==> config.mk <==
export PLATFORM = sky130hd
export DESIGN_NAME = rx_slicer_flat
export DESIGN_NICKNAME = d
export VERILOG_FILES = /design/src/rtl/rx_slicer_if.sv /design/src/rtl/rx_slicer.sv /design/src/flat_wrapper.sv
export SDC_FILE = /design/constraint.sdc
export NUM_CORES = 1
export LEC_CHECK = 0
export CORE_MARGIN = 5
export CORE_UTILIZATION = 45
export CTS_BUF_LIST = sky130_fd_sc_hd__clkbuf_4
export DETAILED_ROUTE_END_ITERATION = 16
export GPL_TIMING_DRIVEN = 1
export PLACE_DENSITY = 0.73
export SYNTH_ARGS = -nofsm -noshare
export SYNTH_HDL_FRONTEND = slang
export SYNTH_SLANG_ARGS = --single-unit
==> constraint.sdc <==
create_clock -name faster_clk -period 5.9 [get_ports faster_clk]
set_clock_uncertainty 0.2 [all_clocks]
set_input_delay 1.18 -clock faster_clk [delete_from_list [all_inputs] [get_ports faster_clk]]
set_output_delay 1.18 -clock faster_clk [all_outputs]
set_load 0.01 [all_outputs]
==> src/rtl/rx_slicer_if.sv <==
// Channel-to-slicer bus: faded level and enable in, recovered bit and link status out.
interface rx_slicer_if #(
  parameter int LEVEL_W = 10,
  parameter int RUN_W   = 8
);
  logic               enable;
  logic [LEVEL_W-1:0] level_in;
  logic               bit_out;
  logic               edge_pulse;
  logic [RUN_W-1:0]   run_len;
  logic               los;

  modport master (
    output enable, level_in,
    input  bit_out, edge_pulse, run_len, los
  );

  modport slave (
    input  enable, level_in,
    output bit_out, edge_pulse, run_len, los
  );
endinterface

==> src/rtl/rx_slicer.sv <==
// Hysteresis + debounce bit slicer for the channel's faded level, with transition
// reporting, saturating run length and loss-of-signal detection.
module rx_slicer #(
  parameter int LEVEL_W    = 10,
  parameter int THR_HI     = 160,
  parameter int THR_LO     = 96,
  parameter int DEBOUNCE   = 3,
  parameter int RUN_W      = 8,
  parameter int LOS_CYCLES = 200
) (
  input  logic        faster_clk,
  input  logic        rst_n,
  rx_slicer_if.slave  bus
);
  typedef enum logic [1:0] {S_LOW, S_RISE, S_HIGH, S_FALL} state_e;

  localparam logic [LEVEL_W-1:0] HI      = LEVEL_W'(THR_HI);
  localparam logic [LEVEL_W-1:0] LO      = LEVEL_W'(THR_LO);
  localparam logic [3:0]         DEB     = 4'(DEBOUNCE);
  localparam logic [RUN_W-1:0]   LOS_N   = RUN_W'(LOS_CYCLES);
  localparam logic [RUN_W-1:0]   RUN_MAX = {RUN_W{1'b1}};

  state_e           state_q, state_d;
  logic [3:0]       cnt_q, cnt_d, cnt_inc;
  logic             bit_q, bit_d;
  logic             edge_q, edge_d;
  logic [RUN_W-1:0] run_len_q, run_len_d;
  logic             los_q, los_d;
  logic             qual_hi, qual_lo, flip;

  assign qual_hi = bus.level_in >= HI;
  assign qual_lo = bus.level_in <= LO;
  assign cnt_inc = cnt_q + 4'd1;

  always_comb begin
    state_d = state_q;
    cnt_d   = cnt_q;
    flip    = 1'b0;
    case (state_q)
      S_LOW:
        if (qual_hi) begin
          if (DEB == 4'd1) begin
            state_d = S_HIGH;
            flip    = 1'b1;
          end else begin
            state_d = S_RISE;
            cnt_d   = 4'd1;
          end
        end
      S_RISE:
        if (qual_hi) begin
          if (cnt_inc == DEB) begin
            state_d = S_HIGH;
            cnt_d   = 4'd0;
            flip    = 1'b1;
          end else begin
            cnt_d = cnt_inc;
          end
        end else begin
          // dead-band samples abort the debounce as well
          state_d = S_LOW;
          cnt_d   = 4'd0;
        end
      S_HIGH:
        if (qual_lo) begin
          if (DEB == 4'd1) begin
            state_d = S_LOW;
            flip    = 1'b1;
          end else begin
            state_d = S_FALL;
            cnt_d   = 4'd1;
          end
        end
      default:
        if (qual_lo) begin
          if (cnt_inc == DEB) begin
            state_d = S_LOW;
            cnt_d   = 4'd0;
            flip    = 1'b1;
          end else begin
            cnt_d = cnt_inc;
          end
        end else begin
          state_d = S_HIGH;
          cnt_d   = 4'd0;
        end
    endcase

    run_len_d = flip ? '0 : ((run_len_q == RUN_MAX) ? run_len_q : run_len_q + RUN_W'(1));
    // run_len only climbs between flips, so ">=" covers both set and hold
    los_d     = !flip && (run_len_d >= LOS_N);
    edge_d    = flip;
    bit_d     = (state_d == S_HIGH) || (state_d == S_FALL);

    if (!bus.enable) begin
      state_d   = S_LOW;
      cnt_d     = 4'd0;
      bit_d     = 1'b0;
      edge_d    = 1'b0;
      run_len_d = '0;
      los_d     = 1'b0;
    end
  end

  always_ff @(posedge faster_clk or negedge rst_n) begin
    if (!rst_n) begin
      state_q   <= S_LOW;
      cnt_q     <= 4'd0;
      bit_q     <= 1'b0;
      edge_q    <= 1'b0;
      run_len_q <= '0;
      los_q     <= 1'b0;
    end else begin
      state_q   <= state_d;
      cnt_q     <= cnt_d;
      bit_q     <= bit_d;
      edge_q    <= edge_d;
      run_len_q <= run_len_d;
      los_q     <= los_d;
    end
  end

  assign bus.bit_out    = bit_q;
  assign bus.edge_pulse = edge_q;
  assign bus.run_len    = run_len_q;
  assign bus.los        = los_q;
endmodule

==> src/flat_wrapper.sv <==
// flat-port wrapper written by rule: the top's interface ports become plain ports
module rx_slicer_flat 
#(
  parameter int LEVEL_W    = 10,
  parameter int THR_HI     = 160,
  parameter int THR_LO     = 96,
  parameter int DEBOUNCE   = 3,
  parameter int RUN_W      = 8,
  parameter int LOS_CYCLES = 200
)
  (faster_clk, rst_n, bus_enable, bus_level_in, bus_bit_out, bus_edge_pulse, bus_run_len, bus_los);
  rx_slicer_if #(.LEVEL_W(LEVEL_W), .RUN_W(RUN_W)) bus_i ();
  input  logic faster_clk;
  input  logic rst_n;
  input wire logic [$bits(bus_i.enable)-1:0] bus_enable;
  input wire logic [$bits(bus_i.level_in)-1:0] bus_level_in;
  output wire logic [$bits(bus_i.bit_out)-1:0] bus_bit_out;
  output wire logic [$bits(bus_i.edge_pulse)-1:0] bus_edge_pulse;
  output wire logic [$bits(bus_i.run_len)-1:0] bus_run_len;
  output wire logic [$bits(bus_i.los)-1:0] bus_los;
  assign bus_i.enable = bus_enable;
  assign bus_i.level_in = bus_level_in;
  assign bus_bit_out = bus_i.bit_out;
  assign bus_edge_pulse = bus_i.edge_pulse;
  assign bus_run_len = bus_i.run_len;
  assign bus_los = bus_i.los;
  rx_slicer #(.LEVEL_W(LEVEL_W), .THR_HI(THR_HI), .THR_LO(THR_LO), .DEBOUNCE(DEBOUNCE), .RUN_W(RUN_W), .LOS_CYCLES(LOS_CYCLES)) u_core (.faster_clk(faster_clk), .rst_n(rst_n), .bus(bus_i));
endmodule
# After elaboration in Yosys (flattened, before gate mapping)
# Index checks and enable logic that the tools add are counted.
# classes
n_addsub	2
n_mul	0
div	0
magnitude_cmp	3
n_eq_ne	8
shift	0
n_mux	25
bitwise	0
reduce_logical	6
# op_table
op	n
4-bit 2-to-1 mux	6
8-bit 2-to-1 mux	3
2-bit 2-to-1 mux	7
4-bit one-hot mux with 3 select lines	1
10-bit by 8-bit >= comparator with 1-bit output (second input constant)	1
10-bit by 7-bit <= comparator with 1-bit output (second input constant)	1
8-bit by 1-bit adder with 8-bit output (second input constant)	1
8-bit == test (second input constant)	1
8-bit >= comparator (second input constant)	1
2-bit == test (second input constant)	3
1-bit 2-to-1 mux	6
3-bit by 2-bit inequality test with 1-bit output (second input constant)	2
2-bit one-hot mux with 3 select lines	1
4-bit by 1-bit adder with 4-bit output (second input constant)	1
4-bit by 2-bit == test with 1-bit output (second input constant)	1
2-bit by 1-bit == test with 1-bit output (second input constant)	1
2-bit logical NOT	1
1-bit one-hot mux with 2 select lines	1
2-bit AND reduction	1
2-bit OR reduction	1
1-bit logical AND	1
1-bit logical NOT	1
1-bit logical OR	1
# word_totals
ff_bits	17
latch_bits	0
ram_bits	0
mem_bits_ro	0
input_bits	13
n_memories	0

# Longest topological paths before layout
# depth
ltp_word	9
depth_mapped	6

# Least setup slack after synthesis
# No wires, ideal clock.
# synth_timing
kind	input to register
from	in bus_level_in[6]
to	reg u_core.run_len_q[6] (netlist: u_core.bus.run_len[6])
setup_ns	0.125
arrival_ns	2.326
t_required_ns	5.575
setup_slack_ns	3.249
cell_stages	4
cell_sequence	or2_2 > a221oi_4 > a211oi_4 > a2111oi_0
# synth_via
elab_chain_len	5
# synth_lines
element	line	rtl
start: declaration	flat_wrapper.sv:16	input wire logic [$bits(bus_i.level_in)-1:0] bus_level_in;
10-bit by 7-bit <= comparator with 1-bit output / 10-bit by 8-bit >= comparator with 1-bit output (equally long branches)	rx_slicer.sv:32, rx_slicer.sv:31	
1-bit 2-to-1 mux, on equally long branches	rx_slicer.sv:75, rx_slicer.sv:51	
1-bit one-hot mux with 2 select lines (*)	rx_slicer.sv:39	case (state_q)
8-bit 2-to-1 mux (*)	rx_slicer.sv:89	run_len_d = flip ? '0 : ((run_len_q == RUN_MAX) ? run_len_q : run_len_q + RUN_W'(1));
8-bit 2-to-1 mux (*)	rx_slicer.sv:95	if (!bus.enable) begin
named net u_core.run_len_d[6]	rx_slicer.sv:27	logic [RUN_W-1:0] run_len_q, run_len_d;
end signal: assignment	rx_slicer.sv:118	run_len_q <= run_len_d;
end: declaration	rx_slicer.sv:27	
# Mark *: on every way through the listed nets, which the timed path passes. The rest lies on a longest branch.
# A chain may end at the register's enable or synchronous reset.

# Worst setup path after layout
# layout_timing
from	in bus_level_in[9]
to	reg u_core.run_len_q[3] (netlist: u_core.bus.run_len[3])
# Same word-level chain as after synthesis.

==> key figures <==
Status
  • Outcome: complete, no violations

Placement
  • DP Wirelength: between 1500 and 2000 µm
  • Post-Place Setup Slack: 2.551 ns
  • Gpl congestion: between 0.8 and 0.9
  • Port bufs: 23

Power
  • VDD IR-drop max: 0.1074 mV
  • PwrDens: about 170 nW/µm²
  • Leakage: between 0.5 and 0.6 nW

Timing
  • Fin. Hold Viols: 0
  • Slew @ Worst Pin: 0.7651 ns
  • Final Max Slew Viols: 0
  • Peak Freq: around 0.33 GHz
  • Min setup slack post-route: between 2 and 3 ns
  • Max-slew headroom: 0.4884
  • Final setup fails: 0
  • Final period utilization: 0.5106
  • Min Clock Period, post-route: 3.013 ns
  • RSZ-0062 raised after global routing: false
  • Final setup TNS: 0 ns

Logic synthesis
  • Syn_area_per_cell: around 10 µm²
  • Synth unique cells: between 40 and 50
  • Ys flop type: dfrtp_1
  • Post-synth EDFFs: 0
  • Post-synth net total: roughly 120
  • Synth Cell Area: approximately 1100 µm²
  • Register area share after synthesis: 0.3958
  • FF+latch count, synth: 17
  • Synthesized instance count: about 110
  • Asr flop ratio synth: 1.000
  • Yosys warning count: 0

Global route
  • Vias in the first global route: around 950
  • First-pass GRT wire length: 4188 µm
  • Pin count of the biggest net entering global routing: 18
  • Residual overflow from global routing: 0
  • Total track usage: 0.1525
  • Antenna violations before repair: 0

Setup path
  • Crit-path cells: clkdlybuf4s50_1, nor4b_4, nand3_2, a211oi_4, a2111oi_0
  • Crit-path slowest cell: a211oi_4
  • CP required: about 5.9 ns
  • Data arrival, critical path: 2.98 ns
  • Setup CP Type: input pin to flip-flop
  • CP Max Fanout: 10
  • Worst Setup End Kind: flip-flop
  • Max stage delay on crit path: roughly 0.50 ns
  • Crit start category: input pin

Clocking
  • Post_cts resized: 0
  • Clock Sinks: 17
  • Cts bufs inserted: 3
  • Clock slew at reported path FFs: approximately 0.11 ns
  • Clk_lat worst skew: a little under 0.3 ns
  • Postcts setup bufs: 0
  • Root Buffer: clkbuf_4
  • Worst-case clock buffer depth: 2
  • H-tree Lvls: 1
  • Hold_buf cts: 0
  • CTS tree: built

Routing
  • Total wire length: ~2400 µm
  • # DRC: 0
  • Via count: between 900 and 1,000
  • Via/cell ratio: around 5.9
  • Post-route antenna net violation count: 0
  • Initial DRC count: 20
  • Drt wl/cell: 14.60 µm
  • TritonRoute pass-1 iters: 4

Job
  • Max_cap viols: 0

Die
  • Die X: 58.87 µm
  • Die area: 3466 µm²
  • IO Count: 24
  • Die Ht: slightly below 60 µm
  • CORE AREA: between 2000 and 2500 µm²
  • Initial Utilization: 0.4767
  • Std cell rows: 17

Hold path
  • Hold WC Path Type: flip-flop to flip-flop

Finish
  • Share of cells above drive strength 1: 0.1203
  • Antenna cells: 0
  • Fin util: 0.6032
  • Total Nets Final: 150
  • Synthesis-to-layout area growth: 26.54%
[worst max-delay path: cells and delay by family]
family	cells	cell delay [ns]
AOI/OAI and AO/OA	2	0.63
buffers and inverters	1	0.48
and+or+nand+nor	2	0.69
[where the power goes]
part	total (mW)	switching [mW]	internal [mW]
Combinational	0.0364	0.0179	0.0185
Sequential	0.126	0.00574	0.120
Clock	0.0639	0.0386	0.0252
[logic make-up (layout without fill, tap and decap cells)]
logic type / after synthesis / after routing / synth area share
XOR/XNOR: 4 / 4 / 0.03260
buffers and inverters: 10 / 35 / 0.03493
adder cells (fa/ha/maj): 3 / 3 / 0.03493
AND/OR/NAND/NOR: 42 / 42 / 0.2375
multiplexers: 2 / 2 / 0.01863
flip-flops: 17 / 17 / 0.3958
AO/OA/AOI/OAI: 30 / 30 / 0.2456
[Yosys cell counts (2+ instances only)]
cell type,count,share of area
xnor2_1,2,0.016
and3_1,3,0.017
a2111oi_0,2,0.016
nor2b_1,2,0.012
mux2i_1,2,0.019
nor3_1,7,0.033
a211oi_1,3,0.021
nand2_1,5,0.017
a311oi_1,3,0.024
ha_1,3,0.035
o21ai_0,3,0.014
clkbuf_1,2,0.0070
and4_2,2,0.019
nor2_1,5,0.017
a31oi_1,3,0.017
dfrtp_1,17,0.40
o211ai_1,2,0.014
and2_1,3,0.017
inv_1,8,0.028
xor2_1,2,0.016
o21a_1,2,0.014
nand3_1,6,0.028
nand4_1,2,0.012
a31o_2,2,0.016
[state kept, by name, indices dropped and copies added, names as in the netlist]
| signal | cells |
|---|---|
| u_core.bus.edge_pulse | 1 |
| u_core.bus.bit_out | 1 |
| u_core.cnt_q | 4 |
| u_core.state_q | 2 |
| u_core.bus.los | 1 |
| u_core.bus.run_len | 8 |
[cell usage in the layout (no fill, tap or decap), types with 2 or more instances in the layout]
cell	Yosys	final
nand4_1	2	2
o211ai_1	2	2
nor2_1	5	5
dfrtp_1	17	17
nand2_1	5	5
and4_2	2	2
and2_1	3	3
xor2_1	2	2
and3_1	3	3
clkbuf_4	0	3
a211oi_1	3	3
mux2i_1	2	2
xnor2_1	2	2
ha_1	3	3
a31o_2	2	2
nor3_1	7	7
inv_1	8	8
a31oi_1	3	3
a311oi_1	3	3
o21ai_0	3	3
nor2b_1	2	2
nand3_1	6	6
o21a_1	2	2
a2111oi_0	2	2
clkdlybuf4s50_1	0	23
[cell type report]
| class | count | area (µm²) |
|---|---|---|
| Inverter | 8 | 30.03 |
| Clock inverter | 1 | 5.005 |
| Clock buffer | 3 | 22.52 |
| Timing Repair Buffer | 23 | 230.2 |
| Tap cell | 28 | 35.03 |
| Fill cell | 214 | 894.6 |
| Multi-Input combinational cell | 81 | 611.8 |
| Sequential cell | 17 | 425.4 |
[metal layers]
layer / wire, µm / up-vias / global-route usage
met5: 0 / - / 0
met4: 12 / 0 / 0.03236
met3: 113 / 2 / 0.03947
met2: 1070 / 26 / 0.2461
met1: 1153 / 462 / 0.2049
li1: - / 465 / -
[worst paths after layout]
kind / start / to / slack, ns / cells past startpoint
max: bus_level_in[9] / u_core.bus.run_len[3] / 2.89 / 5
min: u_core.state_q[0] / u_core.cnt_q[0] / 0.43 / 2
max reg2reg: u_core.cnt_q[0] / u_core.bus.run_len[3] / 3.65 / 5
min reg2reg: u_core.state_q[0] / u_core.cnt_q[0] / 0.43 / 2
max in group asynchronous: rst_n / u_core.bus.run_len[0] / 3.90 / 1
min in group asynchronous: rst_n / u_core.bus.run_len[6] / 1.12 / 1
[through the flow]
step	total power [mW]	area [µm²]	cells	hold slack [ns]
final	0.2263	1360	161	0.4292
after global routing	0.2393	1360	161	0.4601
after CTS	0.2291	1360	161	0.4331
after detailed placement	0.1647	1333	157	0.4156
after global placement	0.1634	1333	157	0.4018
after floorplan	0.1443	1075	108	0.3629
No activity file was read; power rests on OpenSTA's default activity.
